## src/rtl/alu_req_scheduler.sv

```systemverilog
// Round-robin front end that shares the structural ALU between NUM_REQ requesters:
// grants one request, issues a one-hot unit enable, waits for the unit flag and returns the result.
module alu_req_scheduler #(
  parameter int unsigned NUM_REQ    = 4,
  parameter int unsigned DATA_WIDTH = 16,
  parameter int unsigned RES_WIDTH  = 32,
  parameter int unsigned TIMEOUT    = 8
) (
  input  logic                          clk,
  input  logic                          rst,
  input  logic [NUM_REQ-1:0]            req,
  input  logic [NUM_REQ*DATA_WIDTH-1:0] req_a,
  input  logic [NUM_REQ*DATA_WIDTH-1:0] req_b,
  input  logic [NUM_REQ*4-1:0]          req_fun,
  output logic [NUM_REQ-1:0]            gnt,
  output logic [DATA_WIDTH-1:0]         alu_a,
  output logic [DATA_WIDTH-1:0]         alu_b,
  output logic [1:0]                    alu_fun,
  output logic                          arith_en,
  output logic                          logic_en,
  output logic                          cmp_en,
  output logic                          shift_en,
  input  logic [RES_WIDTH-1:0]          alu_result,
  input  logic                          alu_flag,
  output logic                          rsp_valid,
  input  logic                          rsp_ready,
  output logic [$clog2(NUM_REQ)-1:0]    rsp_id,
  output logic [RES_WIDTH-1:0]          rsp_data,
  output logic                          rsp_err,
  output logic                          busy
);

  localparam int unsigned IDW = $clog2(NUM_REQ);
  localparam int unsigned CW  = $clog2(TIMEOUT);

  typedef enum logic [1:0] {S_IDLE, S_ISSUE, S_WAIT, S_RESP} state_t;

  state_t                r_state;
  logic [IDW-1:0]        r_rr_ptr;
  logic [IDW-1:0]        r_id;
  logic [CW-1:0]         r_cnt;

  logic                  w_any;
  logic [IDW-1:0]        w_idx;
  logic [IDW-1:0]        w_pick;
  logic [DATA_WIDTH-1:0] w_a;
  logic [DATA_WIDTH-1:0] w_b;
  logic [3:0]            w_fun;

  // First set request searching upward from r_rr_ptr, wrapping at NUM_REQ.
  always_comb begin
    w_any  = 1'b0;
    w_pick = '0;
    w_idx  = '0;
    for (int unsigned k = 0; k < NUM_REQ; k++) begin
      w_idx = IDW'((32'(r_rr_ptr) + k) % NUM_REQ);
      if (!w_any && req[w_idx]) begin
        w_any  = 1'b1;
        w_pick = w_idx;
      end
    end
  end

  always_comb begin
    w_a   = '0;
    w_b   = '0;
    w_fun = '0;
    for (int unsigned k = 0; k < NUM_REQ; k++) begin
      if (w_pick == IDW'(k)) begin
        w_a   = req_a[k*DATA_WIDTH +: DATA_WIDTH];
        w_b   = req_b[k*DATA_WIDTH +: DATA_WIDTH];
        w_fun = req_fun[k*4 +: 4];
      end
    end
  end

  // gnt must pulse in the same IDLE cycle the request is picked, so it is decoded, not registered.
  assign gnt  = (rst && r_state == S_IDLE && w_any) ? (NUM_REQ'(1) << w_pick) : '0;
  assign busy = (r_state != S_IDLE);

  always_ff @(posedge clk or negedge rst) begin
    if (!rst) begin
      r_state   <= S_IDLE;
      r_rr_ptr  <= '0;
      r_id      <= '0;
      r_cnt     <= '0;
      alu_a     <= '0;
      alu_b     <= '0;
      alu_fun   <= '0;
      arith_en  <= 1'b0;
      logic_en  <= 1'b0;
      cmp_en    <= 1'b0;
      shift_en  <= 1'b0;
      rsp_valid <= 1'b0;
      rsp_id    <= '0;
      rsp_data  <= '0;
      rsp_err   <= 1'b0;
    end else begin
      case (r_state)
        S_IDLE: begin
          if (w_any) begin
            r_id    <= w_pick;
            alu_a   <= w_a;
            alu_b   <= w_b;
            alu_fun <= w_fun[1:0];
            {shift_en, cmp_en, logic_en, arith_en} <= 4'b0001 << w_fun[3:2];
            r_state <= S_ISSUE;
          end
        end
        S_ISSUE: begin
          {shift_en, cmp_en, logic_en, arith_en} <= 4'b0000;
          r_cnt   <= '0;
          r_state <= S_WAIT;
        end
        S_WAIT: begin
          // The flag is tested first so a result on the last WAIT cycle beats the timeout.
          if (alu_flag) begin
            rsp_data  <= alu_result;
            rsp_err   <= 1'b0;
            rsp_id    <= r_id;
            rsp_valid <= 1'b1;
            r_state   <= S_RESP;
          end else if (r_cnt == CW'(TIMEOUT - 1)) begin
            rsp_data  <= '0;
            rsp_err   <= 1'b1;
            rsp_id    <= r_id;
            rsp_valid <= 1'b1;
            r_state   <= S_RESP;
          end else begin
            r_cnt <= r_cnt + 1'b1;
          end
        end
        S_RESP: begin
          if (rsp_ready) begin
            rsp_valid <= 1'b0;
            r_rr_ptr  <= (r_id == IDW'(NUM_REQ - 1)) ? '0 : r_id + 1'b1;
            r_state   <= S_IDLE;
          end
        end
        default: r_state <= S_IDLE;
      endcase
    end
  end

endmodule
```

## config.mk

```make
export PLATFORM = sky130hd
export DESIGN_NAME = alu_req_scheduler
export DESIGN_NICKNAME = d
export VERILOG_FILES = /design/src/rtl/alu_req_scheduler.sv
export SDC_FILE = /design/constraint.sdc
export NUM_CORES = 1
export LEC_CHECK = 0
export ABC_AREA = 1
export BUFFER_PORTS_ARGS = -buffer_cell sky130_fd_sc_hd__buf_4
export CORE_MARGIN = 1.5
export CORE_UTILIZATION = 46
export CTS_BUF_LIST = sky130_fd_sc_hd__clkbuf_4 sky130_fd_sc_hd__clkbuf_8
export DETAILED_ROUTE_END_ITERATION = 16
export MAX_ROUTING_LAYER = met4
export PLACE_DENSITY = 0.82
export SYNTH_ARGS = -nofsm -noshare
export SYNTH_HDL_FRONTEND = slang
export SYNTH_SLANG_ARGS = --single-unit
```

## constraint.sdc

```tcl
create_clock -name clk -period 2.65 [get_ports clk]
set_input_delay 0 -clock clk [delete_from_list [all_inputs] [get_ports clk]]
set_output_delay 0 -clock clk [all_outputs]
set_load 0.02 [all_outputs]
```

### Word level (Yosys, flattened, before mapping)

Index checks and enable logic that the tools add are counted.
Widths: inputs -> output; s select.

| cells by class | value |
|---|---|
| add/sub/neg operators | 5 |
| $mul | 0 |
| div/mod/pow operators | 0 |
| order comparisons | 4 |
| equality and inequality tests | 13 |
| shifts and indexed selects | 2 |
| muxes and demuxes | 55 |
| bitwise gates (word level) | 0 |
| reduce and logical (&&, ||, !) cells | 22 |

Operators by type and width:

| kind | number |
|---|---|
| $mux 16 | 8 |
| $mux 32 | 2 |
| $mux 2 | 11 |
| $mux 4 | 5 |
| $mux 1 | 16 |
| $lt 2x3->1 const B | 4 |
| $eq 2x2->1 const B | 5 |
| $pmux 1 s2 | 5 |
| $reduce_bool 2->1 | 5 |
| $reduce_and 3->1 | 3 |
| $bmux 1 s2 | 4 |
| $ne 2x2->1 const B | 4 |
| $pmux 2 s4 | 1 |
| $reduce_and 2->1 | 4 |
| $shl 1x2->4 const A | 2 |
| $mux 3 | 2 |
| $pmux 3 s2 | 1 |
| $logic_and 1x1->1 | 5 |
| $add 2x1->2 const B | 2 |
| $add 2x2->2 const B | 2 |
| $eq 2x1->1 const B | 2 |
| $logic_not 2->1 | 2 |
| $add 3x1->3 const B | 1 |
| $eq 3x3->1 const B | 1 |
| other kinds (2) | 4 |

| storage, ports and cells | value |
|---|---|
| bits in registers | 83 |
| bits in latches | 0 |
| bits in writable memories | 0 |
| bits in read-only memories | 0 |
| input bits | 184 |
| output and inout port bits | 79 |
| memories kept | 0 |

### Longest topological paths before layout

| logic depth | value |
|---|---|
| word-level depth | 20 |
| mapped depth | 16 |
| gate-level depth less buffers | 15 |

### Least setup slack after synthesis

Ideal clock, no wire load.

| timing path | value |
|---|---|
| kind | reg-to-reg |
| from | register r_rr_ptr[0] |
| to | register alu_a[10] |
| library setup time | 0.066 ns |
| data arrival time | 1.819 ns |
| setup slack | 0.765 ns |
| cell stages (with the launch flop) | 16 |
| cells stage by stage | dfrtp_1 buf_6 nand2_1 nand3_2 nand2_4 inv_1 nand3_1 nand3_2 nand2_8 inv_4 nor2_8 buf_2 nand2_1 nand4_1 nand2_1 nand2_1 |

| on the way | value |
|---|---|
| longest elaborated chain between the ends | 17 |
| elaborated cells on any way between the ends | 34 |
| classes of those cells | add/sub: 3; eq/ne: 3; mux: 20; reduce/logical: 8 |

Ends and longest elaborated chain:

| item | line | text |
|---|---|---|
| from (decl) | 39 | `logic [IDW-1:0] r_rr_ptr;` |
| from (signal assigned) | 136 | `r_rr_ptr <= (r_id == IDW'(NUM_REQ - 1)) ? '0 : r_id + 1'b1;` |
| branches (longest 17 deep; another with $add 2x1->2) | n/a |  |
| to (signal assigned) | 103 | `alu_a <= w_a;` |
| to (decl) | 16 | `output logic [DATA_WIDTH-1:0] alu_a,` |

Several ways; the timed one is not identified. The select of a mux whose other input is x is not followed.
A chain may end at the register's enable or synchronous reset.

### Worst setup path in the final report

| timing path | value |
|---|---|
| from | register r_rr_ptr[0] |
| to | register alu_b[13] |

| on the way | value |
|---|---|
| longest elaborated chain between the ends | 17 |
| elaborated cells on any way between the ends | 34 |
| classes of those cells | add/sub: 3; eq/ne: 3; mux: 20; reduce/logical: 8 |

Ends and longest elaborated chain:

| item | line | text |
|---|---|---|
| branches (longest 17 deep; another with $add 2x1->2) | n/a |  |
| to (signal assigned) | 104 | `alu_b <= w_b;` |
| to (decl) | 17 | `output logic [DATA_WIDTH-1:0] alu_b,` |

Several ways; the timed one is not identified. The select of a mux whose other input is x is not followed.

==> metrics <==
status completed; slowest CP cell dfrtp_2; Synth top cells by count nand2_1, dfrtp_1, nand3_1; Critical Path Sink Type register; Synth area leaders dfrtp_1, nand2_1, nand3_1; RePlAce Congestion 0.910; Reg area 0.00208 mm2; Slew HR 61.8%; CTS HTree Levels 3; DIE AREA 0.0110 mm2; Synth Warn # 0; worst-skew pair later-pin latency 360 ps; Slew @ Worst Pin 574 ps; Mean Syn Cell Area 7.34 um2; GRT Residual Overflow 0; PortBufs 262; Clock Root Buffer clkbuf_8; Max Freq 0.398 GHz; Setup CP Type reg -> reg; Pwr per Cell Area 1200 mW/mm2; CTS clock-pin slew for the worst setup and hold paths 90 ps; Leak 0.00455 uW; initial core utilization 48.0%; largest net degree at the start of global routing 47; Fill cells 495; CTS Sinks 83; TritonCTS Buffers 9; Int Pwr 4720 uW; crit share post-route 94.9%; Final Critical Period 2520 ps; worst endpoint required time 2940 ps; synthesized flop and latch total 83; clock share of power 8.4%; via-per-instance ratio 5.72; pre-CTS WS 184 ps; final hold vios 0; ys flop type dfrtp_1; Core ar. 0.00991 mm2; Sequential Power Share 22.0%; die extent in y 105 um; Final Worst Setup Slack 135 ps; total number of vias 6,879; total track usage 44.4%; cell mode on critical path nand2_1; Gate power share 69.6%; Die Span X 105 um; Fin Clk Skew 12.7 ps; I/O Pins 263; asr flop ratio synth 100%; CP peak stage delay 470 ps; initial DRC count 592; area leader, netlist dfrtp_1; Max Slew Vio Count 0; Hold Crit Class in -> reg; Synth Instances 648; Post-Syn Nets 840; switching pwr 5620 uW; number of global-route vias before repair 7,222; Design Power 10,300 uW; most common cell in the netlist nand2_1; multi-input logic area 0.00238 mm2; worst-path cell chain buf_4 -> nand2_1 -> nand2_1 -> nand2_4 -> nand2_4 -> nor2_8 -> nand3_2 -> nand2_4 -> nand2_8 -> nor2_8 -> buf_4 -> nand2_1 -> nand4_1 -> nand2_1 -> nand2_1; post-synth cell types 30; WHS Path Cells 5; Residual DRC 0; R2R depth 15; DRT Pass-1 Iters 8; Syn Std Cell Area 0.00476 mm2; final setup fails 0; final core utilization 87.0%; global-route wire length before repair 36.8 mm; post-DP HPWL 11.7 mm; sw frac 54.4%; fraction of layout cells with a size suffix above 1 30.0%; maximum vdd drop 0.914 mV; Seq/Total Area, Yosys 43.6%; FF-to-FF setup slack 130 ps; share of the synthesized area in the top cell type 43.6%; Worst Path Arrival 2800 ps; max-cap violations 0; clk buf depth 2; initial antenna violation count 4; area delta synth->final 81.2%; Worst setup SP type register; EDFF count, synth 0; Final nets 1,252; Routed WL per cell 19.6 um; Final ANT Viol Nets 0; Total Wirelength 23.5 mm; # rows 36; crit-path max FO 28; CTS tree built
-- state kept, by name, summed over array words and instances (netlist names) --
name / flops
rsp_data: 32
alu_a: 16
alu_b: 16
r_cnt: 3
alu_fun: 2
r_id: 2
r_rr_ptr: 2
r_state: 2
rsp_id: 2
arith_en: 1
cmp_en: 1
logic_en: 1
rsp_err: 1
rsp_valid: 1
shift_en: 1
-- power groups by stage --
stage | combinational, uW | clock (uW) | sequential (uW)
global placement | 6160 | 0 | 2220
finish | 7200 | 870 | 2270
global route | 7730 | 919 | 2320
CTS | 6540 | 871 | 2230
detailed placement | 6330 | 0 | 2240
floorplan | 3920 | 0 | 2790
-- critical path: cells and delay by family (launching register included) --
kind                   cells  cell delay [ps]
buffers and inverters      2              430
DFF                        1              470
and+or+nand+nor           13             1520
-- what timing repair did --
action | 4_1_cts | 5_1_grt
buffers inserted | 0 | 3
setup endpoints to repair | 2 | 10
gates cloned | 0 | 0
hold buffers | 162 | 0
resized for setup | 1 | 3
hold endpoints to repair | 104 | 0
-- kinds of logic (layout without fill, tap and decap cells) --
logic type,Yosys count,in the layout,share of synthesized area (%)
simple gates,476,476,45.5
compound gates,17,17,1.97
other cells,0,5,0
flops,83,83,43.6
fa+ha+maj,8,8,2.10
buf+inv,62,479,6.31
mux,2,2,0.473
-- per-layer routing --
layer | global-route usage, % | up-vias | part of all wire, % | wire length [um]
met2 | 70.7 | 578 | 48 | 11300
met5 | - | - | 0 | 0
met1 | 45.9 | 3155 | 33 | 7650
li1 | - | 2917 | - | -
met3 | 11.3 | 229 | 9.5 | 2250
met4 | 38.2 | 0 | 9.8 | 2310
-- area by class of cell --
type | instances | share of cell area [%]
clock inverters | 6 | 0.566
well taps | 133 | 1.93
flip-flops and latches | 83 | 24.1
multi-input cells | 503 | 27.6
diodes | 5 | 0.145
clock buffers | 10 | 1.52
inverters | 28 | 1.28
repair buffers | 435 | 42.8
-- through the flow --
| stage | instance area (um2) | std cells | setup TNS (ps) | hold slack (ps) |
|---|---|---|---|---|
| 2_1_floorplan | 4760 | 648 | 0 | -296 |
| 3_3_place_gp | 6770 | 1017 | 0 | -6.40 |
| 3_5_place_dp | 6770 | 1017 | 0 | 9.72 |
| 4_1_cts | 8580 | 1195 | 0 | 0.555 |
| 5_1_grt | 8620 | 1202 | -43.3 | 14.1 |
| 6_report | 8620 | 1203 | 0 | 8.16 |
-- cells in the final DEF, fill, tap and decap left out, types with 5 or more instances in the layout --
cell and count:
dlygate4sd3_1 162, inv_1 23, nand2_1 323, buf_4 271
dfrtp_1 81, nand2_4 7, nand3_1 83, clkbuf_8 9
ha_1 8, o21ai_0 12, diode_2 5, nor2_1 9
nand4_1 37
-- final timing paths --
kind / to / start
setup / recovery: alu_b[13] / r_rr_ptr[0]
hold / removal: alu_b[2] / req_b[50]
setup reg to reg: alu_b[13] / r_rr_ptr[0]
hold reg to reg: logic_en / logic_en
max in group asynchronous: alu_b[5] / rst
min in group asynchronous: r_rr_ptr[1] / rst
(Power assumes the default switching activity.)
